===== config.mk =====
export PLATFORM = sky130hd
export DESIGN_NAME = inst_fetch_flat
export DESIGN_NICKNAME = d
export VERILOG_FILES = /design/src/rtl/inst_fetch_if.sv /design/src/rtl/inst_fetch.sv /design/src/flat_wrapper.sv
export SDC_FILE = /design/constraint.sdc
export NUM_CORES = 1
export LEC_CHECK = 0
export CORE_UTILIZATION = 45
export CTS_CLUSTER_DIAMETER = 150
export DETAILED_ROUTE_END_ITERATION = 12
export GPL_TIMING_DRIVEN = 0
export PLACE_DENSITY = 0.69
export SYNTH_ARGS = -nofsm -noshare
export SYNTH_HDL_FRONTEND = slang
export SYNTH_SLANG_ARGS = --single-unit

===== constraint.sdc =====
create_clock -name clk -period 4.6 [get_ports clk]
set_input_delay 0.46 -clock clk [delete_from_list [all_inputs] [get_ports clk]]
set_output_delay 0.46 -clock clk [all_outputs]
set_load 0.005 [all_outputs]

===== src/rtl/inst_fetch_if.sv =====
// inst_fetch_if: instruction-memory req/ack, redirect and decoder valid/ready signals
// for the fetch stage; master is the fetch stage, slave is the memory/decoder side.
interface inst_fetch_if #(parameter int PC_WIDTH = 8);
    logic                imem_req;
    logic [PC_WIDTH-1:0] imem_addr;
    logic                imem_ack;
    logic [15:0]         imem_rdata;
    logic                redirect;
    logic [PC_WIDTH-1:0] redirect_pc;
    logic                id_ready;
    logic                inst_valid;
    logic [15:0]         instruction;
    logic [PC_WIDTH-1:0] inst_pc;

    modport master (
        output imem_req, imem_addr, inst_valid, instruction, inst_pc,
        input  imem_ack, imem_rdata, redirect, redirect_pc, id_ready
    );
    modport slave (
        input  imem_req, imem_addr, inst_valid, instruction, inst_pc,
        output imem_ack, imem_rdata, redirect, redirect_pc, id_ready
    );
endinterface


===== src/rtl/inst_fetch.sv =====
// inst_fetch: PC owner, single-outstanding imem fetcher and IF/ID register with a
// one-entry hold buffer for decoder back-pressure and redirect flushing.
module inst_fetch #(
    parameter int                  PC_WIDTH    = 8,
    parameter logic [PC_WIDTH-1:0] RESET_PC    = '0,
    parameter logic [15:0]         BUBBLE_INST = 16'hF000
) (
    input logic          clk,
    input logic          rst_n,
    inst_fetch_if.master bus
);
    typedef enum logic [1:0] {START, FETCH, HOLD, FLUSH} state_t;

    state_t              r_state, w_state;
    logic [PC_WIDTH-1:0] r_pc, w_pc, r_inst_pc, w_inst_pc, r_hold_pc, w_hold_pc;
    logic [PC_WIDTH-1:0] r_flush_addr, w_flush_addr;
    logic [15:0]         r_inst, w_inst, r_hold_inst, w_hold_inst;
    logic                r_valid, w_valid, w_free;

    assign w_free           = !r_valid || bus.id_ready;
    assign bus.imem_req     = (r_state == FETCH) || (r_state == FLUSH);
    // FLUSH keeps presenting the aborted address until memory completes it
    assign bus.imem_addr    = (r_state == FLUSH) ? r_flush_addr : r_pc;
    assign bus.inst_valid   = r_valid;
    assign bus.instruction  = r_inst;
    assign bus.inst_pc      = r_inst_pc;

    always_ff @(posedge clk or negedge rst_n) begin
        if (!rst_n) begin
            r_state      <= START;
            r_pc         <= RESET_PC;
            r_valid      <= 1'b0;
            r_inst       <= BUBBLE_INST;
            r_inst_pc    <= '0;
            r_hold_inst  <= BUBBLE_INST;
            r_hold_pc    <= '0;
            r_flush_addr <= '0;
        end else begin
            r_state      <= w_state;
            r_pc         <= w_pc;
            r_valid      <= w_valid;
            r_inst       <= w_inst;
            r_inst_pc    <= w_inst_pc;
            r_hold_inst  <= w_hold_inst;
            r_hold_pc    <= w_hold_pc;
            r_flush_addr <= w_flush_addr;
        end
    end

    always_comb begin
        w_state      = r_state;
        w_pc         = r_pc;
        w_valid      = r_valid;
        w_inst       = r_inst;
        w_inst_pc    = r_inst_pc;
        w_hold_inst  = r_hold_inst;
        w_hold_pc    = r_hold_pc;
        w_flush_addr = r_flush_addr;
        // a redirect kills whatever is presented; a same-cycle id_ready counts as consumed
        if (bus.redirect && r_state != START) begin
            w_valid = 1'b0;
            w_inst  = BUBBLE_INST;
        end
        unique case (r_state)
            START: begin
                w_state = FETCH;
                if (bus.redirect) w_pc = bus.redirect_pc;
            end
            FETCH: begin
                if (bus.redirect) begin
                    w_pc         = bus.redirect_pc;
                    w_flush_addr = r_pc;
                    w_state      = bus.imem_ack ? FETCH : FLUSH;
                end else if (bus.imem_ack && w_free) begin
                    w_inst    = bus.imem_rdata;
                    w_inst_pc = r_pc;
                    w_valid   = 1'b1;
                    w_pc      = r_pc + 1'b1;
                end else if (bus.imem_ack) begin
                    w_hold_inst = bus.imem_rdata;
                    w_hold_pc   = r_pc;
                    w_pc        = r_pc + 1'b1;
                    w_state     = HOLD;
                end else if (r_valid && bus.id_ready) begin
                    w_valid = 1'b0;
                    w_inst  = BUBBLE_INST;
                end
            end
            HOLD: begin
                if (bus.redirect) begin
                    w_pc    = bus.redirect_pc;
                    w_state = FETCH;
                end else if (bus.id_ready) begin
                    w_inst    = r_hold_inst;
                    w_inst_pc = r_hold_pc;
                    w_state   = FETCH;
                end
            end
            FLUSH: begin
                if (bus.redirect) w_pc = bus.redirect_pc;
                if (bus.imem_ack) w_state = FETCH;
            end
            default: w_state = START;
        endcase
    end
endmodule

===== src/flat_wrapper.sv =====
// flat-port wrapper written by rule: the top's interface ports become plain ports
module inst_fetch_flat 
#(
    parameter int                  PC_WIDTH    = 8,
    parameter logic [PC_WIDTH-1:0] RESET_PC    = '0,
    parameter logic [15:0]         BUBBLE_INST = 16'hF000
)
  (clk, rst_n, bus_imem_req, bus_imem_addr, bus_inst_valid, bus_instruction, bus_inst_pc, bus_imem_ack, bus_imem_rdata, bus_redirect, bus_redirect_pc, bus_id_ready);
  inst_fetch_if #(.PC_WIDTH(PC_WIDTH)) bus_i ();
  input logic clk;
  input logic rst_n;
  output wire logic [$bits(bus_i.imem_req)-1:0] bus_imem_req;
  output wire logic [$bits(bus_i.imem_addr)-1:0] bus_imem_addr;
  output wire logic [$bits(bus_i.inst_valid)-1:0] bus_inst_valid;
  output wire logic [$bits(bus_i.instruction)-1:0] bus_instruction;
  output wire logic [$bits(bus_i.inst_pc)-1:0] bus_inst_pc;
  input wire logic [$bits(bus_i.imem_ack)-1:0] bus_imem_ack;
  input wire logic [$bits(bus_i.imem_rdata)-1:0] bus_imem_rdata;
  input wire logic [$bits(bus_i.redirect)-1:0] bus_redirect;
  input wire logic [$bits(bus_i.redirect_pc)-1:0] bus_redirect_pc;
  input wire logic [$bits(bus_i.id_ready)-1:0] bus_id_ready;
  assign bus_imem_req = bus_i.imem_req;
  assign bus_imem_addr = bus_i.imem_addr;
  assign bus_inst_valid = bus_i.inst_valid;
  assign bus_instruction = bus_i.instruction;
  assign bus_inst_pc = bus_i.inst_pc;
  assign bus_i.imem_ack = bus_imem_ack;
  assign bus_i.imem_rdata = bus_imem_rdata;
  assign bus_i.redirect = bus_redirect;
  assign bus_i.redirect_pc = bus_redirect_pc;
  assign bus_i.id_ready = bus_id_ready;
  inst_fetch #(.PC_WIDTH(PC_WIDTH), .RESET_PC(RESET_PC), .BUBBLE_INST(BUBBLE_INST)) u_core (.clk(clk), .rst_n(rst_n), .bus(bus_i));
endmodule

==> results of run 1 <==
## synthesized netlist by cell type, types with 2 or more instances
master	instances	area, sq um
a21oi_1	41	205
nor2_1	7	26.3
buf_6	3	33.8
mux2_1	38	428
mux2_4	8	120
o21ai_1	12	60.1
o311ai_1	2	17.5
nand4_1	3	18.8
o211a_1	10	100
xnor2_1	2	17.5
nand2_1	17	63.8
mux2_2	17	191
clkbuf_1	12	45.0
and2_1	2	12.5
nand3b_1	4	30.0
nor2b_1	4	25.0
nand3_1	13	65.1
o32ai_1	11	96.3
buf_2	11	55.1
dfstp_2	8	210
ha_1	5	62.6
inv_1	3	11.3
dfrtp_1	59	1480
nand2b_1	7	43.8
mux2i_1	14	140
o311a_1	3	30.0
xor2_1	4	35.0
## layout make-up
cell class              count  area [sq um]
fillers                   692          3440
repair buffers             61           608
clock inverters             4          75.1
well taps                 105           131
multi-input cells         240          1930
inverters                   4          15.0
flip-flops and latches     67          1690
plain buffers              28           145
clock buffers              11           141
## routing by layer
layer  track usage  vias to the layer above
li1              -                     1393
met1         0.341                     1506
met2         0.341                       88
met3        0.0333                       10
met4        0.0872                        0
met5             0                        -
## registers in the layout, indices dropped and copies added, names as in the netlist
| name | flops |
|---|---|
| u_core.r_flush_addr | 8 |
| u_core.bus.instruction | 16 |
| u_core.bus.inst_valid | 1 |
| u_core.bus.inst_pc | 8 |
| u_core.r_hold_pc | 8 |
| u_core.r_pc | 8 |
| u_core.r_state | 2 |
| u_core.r_hold_inst | 16 |
## final timing paths
kind | start | to | slack [ns] | cells past startpoint
worst max-delay path | u_core.r_state[1] | bus_imem_req | 1.88 | 5
worst max register to register | u_core.r_state[1] | u_core.r_flush_addr[2] | 2.46 | 5
worst min register to register | u_core.r_hold_pc[3] | u_core.r_hold_pc[3] | 0.49 | 1
min in group clk | u_core.r_hold_pc[3] | u_core.r_hold_pc[3] | 0.49 | 1
worst min-delay path | rst_n | u_core.r_hold_inst[11] | 0.23 | 1
max in group asynchronous | rst_n | u_core.r_state[1] | 3.81 | 1
## metrics by stage
step / worst slack [ns] / power (uW) / hold slack [ns]
3_5_place_dp: 2.24 / 2360 / 0.473
3_3_place_gp: 0.750 / 2320 / 0.461
5_1_grt: 1.76 / 3090 / 0.299
4_1_cts: 1.87 / 2910 / 0.262
2_1_floorplan: 2.68 / 1820 / 0.164
6_report: 1.88 / 2900 / 0.234
## worst register-to-register path: cells and delay by family (launching register included)
kind                     cells  cell delay [ns]
flip-flops                   1             0.41
adder cells (fa/ha/maj)      1             0.27
AND/OR/NAND/NOR              1             0.40
multiplexers                 1             0.41
buffers and inverters        2             0.54
## power breakdown
group          internal [uW]  switching, uW  total, uW  leakage [uW]
registers                863            198       1060      0.000835
clock network            317            223        541      0.000102
logic                    731            569       1300       0.00107
total                   1910            990       2900       0.00201
## cell families (layout without fill, tap and decap cells)
group | count (synthesis) | in the layout | synth area share
multiplexers | 77 | 77 | 0.233
XOR/XNOR | 6 | 6 | 0.0139
buffers and inverters | 32 | 108 | 0.0424
AO/OA/AOI/OAI | 85 | 85 | 0.150
AND/OR/NAND/NOR | 67 | 67 | 0.0980
adder cells (fa/ha/maj) | 5 | 5 | 0.0166
flip-flops | 67 | 67 | 0.447
==> results.txt, run 1 <==
Status -> completed
First-pass GRT wire length -> 15400 um
CTS max path bufs -> 2
Post-synth EDFFs -> 0
Syn avg cell area -> 11.1 sq um
DR WL met2 -> 4360 um
Setup CP Type -> reg -> out
Met1 wire length -> 4400 um
Diodes inserted -> 0
Vias in the first global route -> 2983
Max-cap violations -> 0
Drt total wl -> 9340 um
Met3 Routed Length -> 453 um
Slew @ Worst Pin -> 0.853 ns
Setup violations, final -> 0
Slew HR -> 0.431
Core area -> 8180 sq um
Area Overhead vs Synth -> 25.3%
Yosys warns -> 0
Drt pass-1 iters -> 4
WL/cell -> 18.0 um
Sequential fraction of the synthesis area -> 0.447
Layout cell share with drive strength beyond 1 -> 0.166
Detail Placement HPWL -> 6200 um
Crit path max-delay family -> buffers and inverters
Full die area -> 8760 sq um
Setup Skew -> 0.00847 ns
CP max-delay cell -> clkdlybuf4s50_1
Finished Layout Cells -> 520
Most common flop cell mapped by yosys -> dfrtp_1
Hold buffer count at CTS -> 0
Grt ovf -> 0
Critical Path RT -> 4.14 ns
# IOs -> 63
Cell Rows -> 33
Total Routing Usage GR -> 0.231
End-of-flow core utilization -> 0.579
CTS Sinks -> 67
CTS-repair resized insts -> 0
Drt first-iter violations -> 223
Root Buffer -> clkbuf_8
Crit. End Element -> primary output
CTS tree -> done
Post-CTS Setup Inserts -> 0
Pin count of the biggest net entering global routing -> 68
Most frequent cells in the layout -> 60 x clkdlybuf4s50_1, 59 x dfrtp_1, 41 x a21oi_1
Post-synthesis cell area -> 3780 sq um
CP Cell Sequence -> inv_1 > ha_1 > clkbuf_1 > or2_2 > clkdlybuf4s50_1
Fmax -> 368 MHz
Hold WC Path Type -> in -> async
Count of distinct cell types in the synthesized netlist -> 46
Inst Count DP -> 505
Die W -> 93.6 um
Final GP Congestion -> 0.824
Net Count, Synth -> 373
Pwr Density -> 613 nW/um^2
H-tree depth -> 3
CP Max Fanout -> 10
Cell area after layout -> 4730 sq um
Async S/R FF share, synth -> 1.00
Post-Synthesis Cells -> 339
Final setup TNS -> 0 ns
Top layer in use -> met4
Initial antenna violation count -> 0
Clk Latency, worst-skew pair -> 0.34 ns
DR DRC count -> 0
Synth Register Bits -> 67
Unrepaired setup endpoints after global routing -> no
DR vias/cell -> 5.76
CTS clk-pin slew, worst paths -> 0.07 ns
Min Tclk post-route -> 2.72 ns
Via count -> 2997
Crit start category -> flip-flop
Fin crit share -> 0.591
Worst path max stage delay -> 0.49 ns
Antenna-violating nets left -> 0
Buffers on Ports -> 61
Worst VDD drop -> 298 uV
Die Y -> 93.6 um
Leakage -> 0.00201 uW
Final Slew Violations -> 0
Post-placement cell area -> 4520 sq um
Worst path bufs/invs -> 3
Count of final hold-check violations -> 0
Commonest non-fill, non-tap cell in the layout -> clkdlybuf4s50_1
Fin nets -> 445
Clock buffer count from CTS -> 9
Worst Path Arrival -> 2.26 ns
Initial Util -> 0.462
(Power assumes the default switching activity.)
==> run 2: changes to the inputs <==
Clock period 4.6 ns to 2.5 ns, I/O delays scaled along.
==> results.txt, run 2 (synthesized netlist as in run 1, its figures left out) <==
Leakage -> 0.00201 uW (about the same)
Internal power -> 3520 uW (was 1910 uW)
Post-CTS Setup Inserts -> 0 (unchanged)
# IOs -> 63 (unchanged)
Setup violations, final -> 0 (unchanged)
Unrepaired setup endpoints after global routing -> no (unchanged)
Min Tclk post-route -> 2.34 ns
CTS-repair resized insts -> 1 (was 0)
Drt pass-1 iters -> 4 (unchanged)
First-pass GRT wire length -> 15500 um (was 15400 um)
Worst VDD drop -> 549 uV (was 298 uV)
Setup CP Type -> reg -> out (unchanged)
Worst Path Arrival -> 2.09 ns (was 2.26 ns)
Crit start category -> flip-flop (unchanged)
Area Overhead vs Synth -> 25.2% (was 25.3%)
Power Total -> 5340 uW (was 2900 uW)
Setup Skew -> 0.00765 ns (was 0.00847 ns)
Crit. End Element -> primary output (unchanged)
Count of final hold-check violations -> 0 (unchanged)
Combinational fraction of design power -> 0.449 (was 0.448)
Pin count of the biggest net entering global routing -> 68 (unchanged)
Critical Path RT -> 2.25 ns (was 4.14 ns)
Buffers on Ports -> 61 (unchanged)
Fin nets -> 444 (was 445)
Worst-case hold slack -> 0.0267 ns (was 0.234 ns)
Flop pwr share -> 0.365 (about the same)
CP Max Fanout -> 10 (unchanged)
Root Buffer -> clkbuf_8 (unchanged)
Total Routing Usage GR -> 0.231 (about the same)
Max-cap violations -> 0 (unchanged)
Fmax -> 427 MHz
Drt first-iter violations -> 209 (was 223)
Die Y -> 93.6 um (unchanged)
Detail Placement HPWL -> 6200 um (unchanged)
Final Slew Violations -> 0 (unchanged)
Sw power -> 1820 uW (was 990 uW)
Grt ovf -> 0 (unchanged)
Full die area -> 8760 sq um (unchanged)
Drt total wl -> 9310 um (was 9340 um)
Layout cell share with drive strength beyond 1 -> 0.169 (was 0.166)
Fin crit share -> 0.938
WL/cell -> 17.9 um (was 18.0 um)
Hold WC Path Type -> in -> async (unchanged)
Die W -> 93.6 um (unchanged)
H-tree depth -> 3 (unchanged)
CTS Sinks -> 67 (unchanged)
Most frequent cells in the layout -> 60 x clkdlybuf4s50_1, 59 x dfrtp_1, 41 x a21oi_1 (unchanged)
Cell Rows -> 33 (unchanged)
Slew HR -> 0.432 (was 0.431)
Vias in the first global route -> 2983 (unchanged)
Commonest non-fill, non-tap cell in the layout -> clkdlybuf4s50_1 (unchanged)
Clk Latency, worst-skew pair -> 0.33 ns (was 0.34 ns)
Diodes inserted -> 0 (unchanged)
Status -> completed (unchanged)
Clock buffer count from CTS -> 9 (unchanged)
DR DRC count -> 0 (unchanged)
Setup slack, reg-to-reg -> 0.38 ns (was 2.46 ns)
Hold buffer count at CTS -> 0 (unchanged)
CTS clk-pin slew, worst paths -> 0.08 ns (was 0.07 ns)
DR vias/cell -> 5.78 (was 5.76)
Final GP Congestion -> 0.824 (unchanged)
Clock power frac -> 0.186 (about the same)
CTS max path bufs -> 2 (unchanged)
Fill count -> 696 (was 692)
Pwr Density -> 1130 nW/um^2 (was 613 nW/um^2)
Initial antenna violation count -> 0 (unchanged)
CTS tree -> done (unchanged)
Via count -> 3000 (was 2997)
Antenna-violating nets left -> 0 (unchanged)
Switching portion of total power -> 0.340 (was 0.341)
Core area -> 8180 sq um (unchanged)
Initial Util -> 0.462 (unchanged)
Slew @ Worst Pin -> 0.852 ns (was 0.853 ns)
[run 2: cell types whose count changed in the layout (fill, tap and decap cells not counted), sizes merged]
cell / before / now
clkbuf: 23 / 22
[run 2: power by group through the flow]
stage / Combinational (uW) / Sequential [uW] / Clock [uW]
after floorplan: 1460 / 1890 / 0
after detailed placement: 2380 / 1960 / 0
after global placement: 2340 / 1930 / 0
after CTS: 2400 / 1950 / 1020
final: 2400 / 1950 / 995
after global routing: 2610 / 2020 / 1070
[run 2: critical path, stage by stage, from the launching register on]
cell             delay, ns
dfrtp_1               0.42
ha_1                  0.29
clkbuf_2              0.25
or2_2                 0.35
clkdlybuf4s50_1       0.45
[run 2: final cells by class]
type                    instances  area [sq um]  share of cell area
well taps                     105           131              0.0278
repair buffers                 61           608               0.129
inverters                       4          15.0             0.00317
clock inverters                 4          75.1              0.0159
clock buffers                  11           141              0.0299
multi-input cells             240          1930               0.408
plain buffers                  27           143              0.0302
flip-flops and latches         67          1690               0.357
[run 2: path summary, 6_finish.rpt]
path	startpoint	end	depth (start not counted)
worst max-delay path	u_core.r_state[0]	bus_imem_req	4
worst min-delay path	rst_n	u_core.r_hold_inst[11]	1
worst max register to register	u_core.r_state[1]	u_core.r_hold_inst[0]	8
worst min register to register	u_core.r_hold_pc[3]	u_core.r_hold_pc[3]	1
max in group asynchronous	rst_n	u_core.r_state[1]	1
min in group clk	bus_redirect_pc[5]	u_core.r_pc[5]	3
[run 2: per-stage QoR]
| step | util | setup TNS (ns) | area, sq um | setup slack (ns) | cells |
|---|---|---|---|---|---|
| 6_report | 0.579 | 0 | 4730 | 0.156 | 519 |
| 5_1_grt | 0.579 | 0 | 4730 | 0.0473 | 519 |
| 4_1_cts | 0.579 | 0 | 4730 | 0.00901 | 520 |
| 3_5_place_dp | 0.552 | 0 | 4520 | 0.346 | 505 |
| 3_3_place_gp | 0.553 | -69.93 | 4520 | -1.14 | 505 |
| 2_1_floorplan | - | 0 | 3780 | 0.583 | 339 |
[run 2: per-layer routing]
layer / track usage / vias up / wire length [um]
met2: 0.342 / 91 / 4360
met5: 0 / - / 0
met3: 0.0333 / 10 / 521
li1: - / 1394 / -
met4: 0.0872 / 0 / 99
met1: 0.341 / 1505 / 4330
